**config.mk**
```make
export PLATFORM = sky130hd
export DESIGN_NAME = grid_scanner
export DESIGN_NICKNAME = d
export VERILOG_FILES = /design/src/rtl/grid_scanner.sv
export SDC_FILE = /design/constraint.sdc
export NUM_CORES = 1
export LEC_CHECK = 0
export CORE_MARGIN = 4
export CORE_UTILIZATION = 30
export DETAILED_ROUTE_END_ITERATION = 8
export REMOVE_ABC_BUFFERS = 1
export SETUP_SLACK_MARGIN = 0.02
export SLEW_MARGIN = 20
export SYNTH_ARGS = -nofsm -noshare
export SYNTH_HDL_FRONTEND = slang
export SYNTH_SLANG_ARGS = --single-unit
```
**constraint.sdc**
```tcl
create_clock -name clk -period 3.3 [get_ports clk]
set_input_delay 0.66 -clock clk [delete_from_list [all_inputs] [get_ports clk]]
set_output_delay 0.66 -clock clk [all_outputs]
set_load 0.02 [all_outputs]
```
**src/rtl/grid_scanner.sv**
```systemverilog
// grid_scanner: multiplexed row scanner for a 16x16 bi-colour LED grid.
//
// Each frame begins with a one-cycle LATCH.
// LATCH snapshots the live grid and the cursor settings.
// Each of the 16 rows is then shown for DWELL cycles.
// Every row is preceded by BLANK_CYC blank cycles so that row ghosting cannot occur.
// The cursor overlays the red plane and blinks every BLINK_FRAMES frames.
// A frame that has started always runs to completion.
//
// Ports
//   clk          system clock, all state on the rising edge
//   reset        asynchronous active-low reset (0 = in reset)
//   grid         live cell state, grid[r][c], 1 = alive
//   scan_en      1 = keep scanning frames
//   cursor_en    1 = overlay the cursor
//   cursor_row   cursor row, >15 = no cursor
//   cursor_col   cursor column, >15 = no cursor
//   row_drive    one-hot active-high row select
//   col_green    green column data for the driven row
//   col_red      red column data for the driven row (cursor)
//   row_idx      current row number
//   frame_start  one-cycle pulse during LATCH
//
// state | meaning
// ------+---------------------------------------------------------
// IDLE  | outputs dark, waiting for scan_en
// LATCH | one cycle: snapshot grid/cursor, advance blink, row 0
// BLANK | BLANK_CYC cycles dark before the current row
// SHOW  | DWELL cycles driving the current row

module grid_scanner #(
  parameter int DWELL        = 64,
  parameter int BLANK_CYC    = 2,
  parameter int BLINK_FRAMES = 30
) (
  input  logic              clk,
  input  logic              reset,
  input  logic [15:0][15:0] grid,
  input  logic              scan_en,
  input  logic              cursor_en,
  input  logic [7:0]        cursor_row,
  input  logic [7:0]        cursor_col,
  output logic [15:0]       row_drive,
  output logic [15:0]       col_green,
  output logic [15:0]       col_red,
  output logic [3:0]        row_idx,
  output logic              frame_start
);

  // Down-counters load N-1 and finish on zero, so N-1 must fit in each width.
  localparam int DW_W = (DWELL > 1) ? $clog2(DWELL) : 1;
  localparam int BK_W = (BLANK_CYC > 1) ? $clog2(BLANK_CYC) : 1;
  localparam int FC_W = (BLINK_FRAMES > 1) ? $clog2(BLINK_FRAMES) : 1;

  localparam logic [DW_W-1:0] DW_LOAD = DW_W'(DWELL - 1);
  localparam logic [BK_W-1:0] BK_LOAD = BK_W'(BLANK_CYC - 1);
  localparam logic [FC_W-1:0] FC_LAST = FC_W'(BLINK_FRAMES - 1);

  typedef enum logic [1:0] {IDLE, LATCH, BLANK, SHOW} state_t;

  state_t            state, state_n;
  logic [3:0]        row_n;
  logic [15:0][15:0] snap, snap_n;
  logic              cur_en, cur_en_n;
  logic [7:0]        cur_row, cur_row_n;
  logic [7:0]        cur_col, cur_col_n;
  logic [FC_W-1:0]   fcnt, fcnt_n;
  logic              blink, blink_n;
  logic [DW_W-1:0]   dwell_cnt, dwell_n;
  logic [BK_W-1:0]   blank_cnt, blank_n;

  logic [15:0]       drive_n, green_n, red_n;
  logic              fs_n;
  logic              red_hit;

  always_comb begin
    state_n   = state;
    row_n     = row_idx;
    snap_n    = snap;
    cur_en_n  = cur_en;
    cur_row_n = cur_row;
    cur_col_n = cur_col;
    fcnt_n    = fcnt;
    blink_n   = blink;
    dwell_n   = dwell_cnt;
    blank_n   = blank_cnt;

    case (state)
      IDLE: begin
        if (scan_en) begin
          state_n = LATCH;
          row_n   = 4'd0;
        end
      end

      LATCH: begin
        snap_n    = grid;
        cur_en_n  = cursor_en;
        cur_row_n = cursor_row;
        cur_col_n = cursor_col;
        // The blink toggled here is already the one used by this frame's rows.
        if (fcnt == FC_LAST) begin
          fcnt_n  = '0;
          blink_n = ~blink;
        end else begin
          fcnt_n = fcnt + FC_W'(1);
        end
        state_n = BLANK;
        blank_n = BK_LOAD;
      end

      BLANK: begin
        if (blank_cnt == '0) begin
          state_n = SHOW;
          dwell_n = DW_LOAD;
        end else begin
          blank_n = blank_cnt - BK_W'(1);
        end
      end

      SHOW: begin
        if (dwell_cnt == '0) begin
          if (row_idx != 4'd15) begin
            row_n   = row_idx + 4'd1;
            state_n = BLANK;
            blank_n = BK_LOAD;
          end else if (scan_en) begin
            state_n = LATCH;
            row_n   = 4'd0;
          end else begin
            state_n = IDLE;
          end
        end else begin
          dwell_n = dwell_cnt - DW_W'(1);
        end
      end

      default: state_n = IDLE;
    endcase
  end

  // The output registers are loaded from the next-state values.
  // This makes each output line up with the state the FSM is entering.
  // Outputs never depend combinationally on a port.
  always_comb begin
    drive_n = '0;
    green_n = '0;
    red_n   = '0;
    fs_n    = (state_n == LATCH);
    red_hit = cur_en_n && blink_n && (cur_row_n == {4'h0, row_n}) &&
              (cur_col_n[7:4] == 4'h0);
    if (state_n == SHOW) begin
      drive_n = 16'h0001 << row_n;
      green_n = snap_n[row_n];
      if (red_hit) begin
        red_n = 16'h0001 << cur_col_n[3:0];
      end
    end
  end

  always_ff @(posedge clk or negedge reset) begin
    if (!reset) begin
      state       <= IDLE;
      row_idx     <= 4'd0;
      snap        <= '0;
      cur_en      <= 1'b0;
      cur_row     <= 8'd0;
      cur_col     <= 8'd0;
      fcnt        <= '0;
      blink       <= 1'b1;
      dwell_cnt   <= '0;
      blank_cnt   <= '0;
      row_drive   <= '0;
      col_green   <= '0;
      col_red     <= '0;
      frame_start <= 1'b0;
    end else begin
      state       <= state_n;
      row_idx     <= row_n;
      snap        <= snap_n;
      cur_en      <= cur_en_n;
      cur_row     <= cur_row_n;
      cur_col     <= cur_col_n;
      fcnt        <= fcnt_n;
      blink       <= blink_n;
      dwell_cnt   <= dwell_n;
      blank_cnt   <= blank_n;
      row_drive   <= drive_n;
      col_green   <= green_n;
      col_red     <= red_n;
      frame_start <= fs_n;
    end
  end

endmodule

```
==> results of run 1 <==
flip-flops by register name (all words and copies together), names as in the netlist:
name	count
snap	256
dwell_cnt	6
row_idx	4
state	2
cur_col	8
cur_row	8
blink	1
row_drive	16
cur_en	1
col_red	16
blank_cnt	1
frame_start	1
fcnt	5
col_green	16
power breakdown:
part           total, uW  switching (uW)  internal [uW]  leakage, uW
clock               4470            1820           2650     0.000657
sequential          4180               0           4180      0.00472
combinational        447             151            296      0.00444
total               9100            1970           7130      0.00982
worst max-delay path by stage:
stage          depth (start not counted)                startpoint  slack, ns                      end
5_1_grt                               12  dwell_cnt[0]$_DFFE_PN0P_      -0.01   col_green[2]$_DFF_PN0_
3_5_place_dp                          11                   scan_en      -0.17  col_green[11]$_DFF_PN0_
2_1_floorplan                          7        state[1]$_DFF_PN0_      -5.80  col_green[11]$_DFF_PN0_
6_report                              12  dwell_cnt[0]$_DFFE_PN0P_       0.14   col_green[2]$_DFF_PN0_
4_1_cts                               12  dwell_cnt[0]$_DFFE_PN0P_       0.03     col_red[6]$_DFF_PN0_
3_3_place_gp                           9                   scan_en      -0.05   col_green[1]$_DFF_PN0_
metrics by stage:
stage	cell area, um2	setup TNS, ns	hold WS, ns	power [uW]
finish	21300	0	0.0583	9100
global route	21300	-0.0137	0.0780	9430
CTS	21200	0	0.0389	9250
detailed placement	19800	-0.798	0.465	4710
global placement	19800	-0.0952	0.464	4710
floorplan	14800	-1618.34	0.364	4260
worst max-delay path: cells and delay by family (launching register included):
family | cells | cell delay, ns
adder cells (fa/ha/maj) | 1 | 0.16
AO/OA/AOI/OAI | 4 | 0.63
buffers and inverters | 3 | 0.42
flip-flops | 1 | 0.41
AND/OR/NAND/NOR | 4 | 1.40
layout by cell type, fill, tap and decap left out, types with 4 or more instances in the layout:
cell             netlist  layout
nand3_1               16      16
o21ai_0               34      34
o221ai_1              23      22
nand2b_1               7       7
or3_1                  4       4
or2_0                  6       6
a31oi_1                7       7
a211o_1                8       8
mux2_2               262     262
a221oi_1               6       4
inv_1                 25      23
buf_12                 0      21
a211oi_1               9       7
clkdlybuf4s50_1        0     327
buf_4                  6      61
a21oi_1               23      23
xnor2_1                6       6
dfrtp_1              340     340
clkbuf_8               0       5
nand3b_1               4       4
clkbuf_16              0      44
ha_1                   9       8
nor4_1                 5       5
nor3_1                16      16
clkbuf_1              30       5
a22oi_1                6       6
clkinv_2               0       9
o221a_2               13      13
inv_2                  3       4
nor2_1               109     108
mux2i_1               52      52
nand2_1               52      50
o22ai_1               15      15
per-layer routing:
metal	part of all wire [%]	wire length, um	up-vias	global-route usage [%]
li1	-	-	5086	-
met4	2.6	1280	16	5.64
met1	43	21200	5563	22.4
met2	48	23600	316	29.5
met5	0.21	105	-	0
met3	6.4	3160	94	4.77
repair_timing:
item,4_1_cts,5_1_grt
gates resized for setup,3,14
hold endpoints to repair,0,0
setup buffers,0,4
setup endpoints to repair,3,30
gates cloned,0,1
hold buffers,0,0
pin swaps,0,1
kinds of logic after synthesis:
| kind of cell | after synthesis | synth area share, % |
|---|---|---|
| fa+ha+maj | 9 | 0.743 |
| buf+inv | 99 | 2.82 |
| xor+xnor | 9 | 0.520 |
| flops | 341 | 56.3 |
| simple gates | 250 | 7.84 |
| compound gates | 174 | 8.66 |
| mux | 316 | 23.1 |
area by class of cell:
| class | count | share of cell area, % |
|---|---|---|
| tap | 672 | 3.95 |
| multi-input combinational | 758 | 29.5 |
| timing repair buffer | 412 | 19.7 |
| clock inverter | 19 | 0.805 |
| sequential | 341 | 40.1 |
| clock buffer | 53 | 5.46 |
| inverter | 28 | 0.505 |
| antenna | 1 | 0.0117 |
==> flow_summary_export.csv, run 1 <==
group,metric,value,unit
sta,clock_skew,0.0189,ns
detailed_routing,firstDrtPassIters,4,
sta,worst_slew_pin_slew,0.612,ns
sta,post-route-period-util,95.9,%
clock_network,clockBufferDepth,3,
die,io_pins,329,
logic_synthesis,synth_cell_type_count,70,
layout,fillers,4758,
sta,rsz0062_at_grt,"yes",
detailed_routing,num_vias,11100,
place,placed_cells,2206,
grt,grt_overflow,0,
clock_network,path_clk_slew,0.06,ns
detailed_routing,viasPerCell,4.85,
logic_synthesis,synth_common_cells,"340 x dfrtp_1, 262 x mux2_2, 109 x nor2_1, 52 x mux2i_1, 52 x nand2_1",
power_and_ir_drop,p_leak,0.00982,uW
setup_path,start_kind,"flop",
outcome,outcome,"completed",
logic_synthesis,yosys.area.top_type,"dfrtp_1",
worst_hold_path,holdCritPathClass,"in -> async",
setup_path,slowest_delay,0.53,ns
setup_path,crit_arrival,3.60,ns
place,io_buffers,328,
setup_path,critPathMaxFanout,15,
logic_synthesis,syn_area,15200,um2
clock_network,cts_inserted_buffers,41,
setup_path,cp.required,3.74,ns
grt,grt_usage,17.7,%
layout,multi_input_area,6280,um2
sta,setup_viol,0,
die,die_w,233,um
logic_synthesis,synth_enable_flop_cells,0,
place,post-place-ws,-0.173,ns
grt,grt_max_degree,83,
detailed_routing,drcViolationCount,0,
logic_synthesis,synth_most_common_cell,"dfrtp_1",
sta,layout_min_cycle_time,3.16,ns
logic_synthesis,yosys_register_bits,341,
logic_synthesis,synth_area_leaders,"dfrtp_1 56%, mux2_2 19%, mux2i_1 3.4%",
setup_path,timing.rr.start,"dwell_cnt[0]$_DFFE_PN0P_",
setup_path,r2r_setup_slack,0.14,ns
layout,drive_above_1_share,28.6,%
run,maxCapViolations,0,
clock_network,cts_root_buf,"clkbuf_16",
logic_synthesis,synthCells,1198,
logic_synthesis,synthFlopType,"dfrtp_1",
setup_path,crit_slowest_cell,"or4b_4",
place,dp_hpwl,35.2,mm
sta,fmax,0.316,GHz
logic_synthesis,yosysTopAreaCellShare,56.2,%
layout,nets,1867,
grt,antenna_found_initial,9,
sta,slew_headroom,59.2,%
logic_synthesis,seq_area_frac_synth,56.3,%
sta,hold_viol,0,
layout,synthToLayoutAreaGrowth,40.6,%
clock_network,cts_htree_levels,2,
place,gp_congestion,0.836,
setup_path,r2r-end,"col_green[2]$_DFF_PN0_",
logic_synthesis,yosys_warnings,0,
die,core-area,50100,um2
setup_path,r2r_cells,12,
detailed_routing,wl_per_cell,21.6,um
clock_network,clock-sinks,341,
die,die_y,233,um
layout,regArea,8530,um2
die,die_area,54200,um2
detailed_routing,drt_iter0_markers,562,
setup_path,criticalPathCategory,"reg -> reg",
grt,grt_pass1_vias,12200,
sta,setup_ws,0.137,ns
power_and_ir_drop,max-vdd-ir-drop,0.280,mV
layout,final_cells,2284,
die,num_rows,82,
clock_network,cts_tree,"yes",
sta,slew_viol_final,0,
setup_path,crit_chain,"inv_2, ha_1, or4b_4, nor4_4, and2_4, a32oi_4, buf_12, buf_12, o221ai_1, a31oi_1, or2_0, o221a_2",
power_and_ir_drop,power_density,427,nW/um2
die,start_util,30.3,%
setup_path,end_kind,"flop",
logic_synthesis,syn_area_per_cell,12.6,um2
layout,final_util,42.5,%
detailed_routing,wl,49.3,mm
logic_synthesis,async_flop_share,100,%
grt,grt_pass1_wl,73.1,mm
detailed_routing,ant_nets,0,
setup_path,cp_common_cell,"buf_12",
clock_network,clock_latency,0.55,ns
Note: power is estimated with default switching activity, not from simulation.
==> run 2: changes to the inputs <==
- HOLD_SLACK_MARGIN: unset -> 0.02
- TNS_END_PERCENT: unset -> 10
==> flow_summary_export.csv, run 2 (synthesis results as in run 1) <==
group,metric,value,unit
clock_network,cts_tree,"yes",
sta,hold_viol,0,
sta,setup_viol,0,
detailed_routing,dr_wl_met3,3.10,mm
sta,worst_slew_pin_slew,0.606,ns
die,core-area,50100,um2
clock_network,clock-sinks,341,
layout,nets,1863,
detailed_routing,firstDrtPassIters,5,
layout,final_common_cell,"dfrtp_1",
detailed_routing,wl,49.4,mm
clock_network,clock_latency,0.55,ns
setup_path,criticalPathCategory,"reg -> reg",
detailed_routing,ant_nets,0,
clock_network,cts_root_buf,"clkbuf_16",
detailed_routing,route.met2.wl,23.6,mm
setup_path,start_kind,"flop",
place,gp_congestion,0.836,
grt,grt_pass1_vias,12200,
setup_path,cp_common_cell,"buf_12",
die,io_pins,329,
power_and_ir_drop,p_leak,0.00980,uW
detailed_routing,drcViolationCount,0,
outcome,outcome,"completed",
sta,post-route-period-util,95.7,%
detailed_routing,num_vias,11000,
clock_network,clockBufferDepth,3,
place,place_area,19800,um2
setup_path,end_kind,"flop",
die,die_w,233,um
sta,slew_viol_final,0,
layout,fin_area,21300,um2
detailed_routing,topRoutingLayerUsed,"met5",
sta,fmax,0.317,GHz
detailed_routing,wl_per_cell,21.7,um
clock_network,cts_inserted_buffers,41,
sta,clock_skew,0.0194,ns
layout,synthToLayoutAreaGrowth,40.5,%
die,die_y,233,um
layout,largest_register_ffs,256,
die,die_area,54200,um2
clock_network,hold_buffers,0,
setup_path,crit_arrival,3.60,ns
sta,slew_headroom,59.6,%
setup_path,crit_chain,"inv_2, ha_1, or4b_4, nor4_4, and2_4, a32oi_4, buf_12, buf_12, o221ai_1, a21oi_1, or2_1, o221a_2",
place,io_buffers,328,
detailed_routing,met1_length,21.3,mm
grt,grt_pass1_wl,73.1,mm
die,start_util,30.3,%
power_and_ir_drop,max-vdd-ir-drop,0.279,mV
grt,grt_max_degree,83,
setup_path,cp.required,3.74,ns
sta,rsz0062_at_grt,"yes",
grt,grt_overflow,0,
clock_network,path_clk_slew,0.06,ns
sta,layout_min_cycle_time,3.16,ns
detailed_routing,drt_iter0_markers,586,
grt,antenna_found_initial,10,
power_and_ir_drop,finalPower,9110,uW
die,num_rows,82,
setup_path,crit_slowest_cell,"or4b_4",
place,dp_hpwl,35.2,mm
layout,fillers,4765,
worst_hold_path,holdCritPathClass,"in -> async",
layout,drive_above_1_share,28.6,%
clock_network,cts_htree_levels,2,
setup_path,critPathMaxFanout,15,
grt,grt_usage,17.7,%
layout,top_register,"snap",
setup_path,slowest_delay,0.53,ns
layout,regArea,8530,um2
detailed_routing,viasPerCell,4.85,
run,maxCapViolations,0,
layout,multi_input_area,6290,um2
power_and_ir_drop,power_density,428,nW/um2
layout,final_cell_mix,"340 x dfrtp_1, 327 x clkdlybuf4s50_1, 262 x mux2_2",
-- run 2: repair_timing --
item / in CTS / in global routing
setup endpoints to repair: 3 / 30
pin swaps: 0 / 3
setup buffers: 0 / 0
resized for setup: 3 / 17
cloned: 0 / 1
-- run 2: routing by layer --
| metal | up-vias | GRT usage, % |
|---|---|---|
| met5 | - | 0 |
| met3 | 92 | 4.77 |
| met4 | 16 | 5.64 |
| met2 | 312 | 29.5 |
| li1 | 5080 | - |
| met1 | 5547 | 22.4 |
-- run 2: cell type report --
class,count,share of cell area (%)
Sequential cell,341,40.1
Clock inverter,19,0.806
Tap cell,672,3.95
Timing Repair Buffer,408,19.6
Multi-Input combinational cell,758,29.5
Inverter,28,0.506
Clock buffer,53,5.47
Antenna cell,1,0.0118
-- run 2: report_power, final --
group          internal, uW  switching, uW
registers              4180              0
logic                   296            150
clock network          2650           1820
total                  7130           1970
-- run 2: worst paths after layout --
check	start	endpoint	slack, ns	cells after the start
setup / recovery	dwell_cnt[0]$_DFFE_PN0P_	col_green[2]$_DFF_PN0_	0.14	12
hold / removal	reset	snap[61]$_DFF_PN0_	0.06	1
setup reg to reg	dwell_cnt[0]$_DFFE_PN0P_	col_green[2]$_DFF_PN0_	0.14	12
hold reg to reg	snap[150]$_DFF_PN0_	snap[150]$_DFF_PN0_	0.48	2
max in group asynchronous	reset	snap[118]$_DFF_PN0_	2.21	2
min in group clk	snap[150]$_DFF_PN0_	snap[150]$_DFF_PN0_	0.48	2
-- run 2: through the flow --
stage	utilization, %	std cells	TNS [ns]	hold WS [ns]	setup WS, ns
2_1_floorplan	-	1127	-1618.34	0.364	-5.80
3_3_place_gp	39.6	2206	-0.0952	0.464	-0.0489
3_5_place_dp	39.6	2206	-0.798	0.465	-0.173
4_1_cts	42.3	2278	0	0.0389	0.0280
5_1_grt	42.5	2280	-0.00503	0.0780	-0.00503
6_report	42.5	2280	0	0.0616	0.142
-- run 2: critical path: cells and delay by family (launching register included) --
family	cells	cell delay, ns
simple gates	4	1.39
flops	1	0.41
buf+inv	3	0.43
compound gates	4	0.64
fa+ha+maj	1	0.16
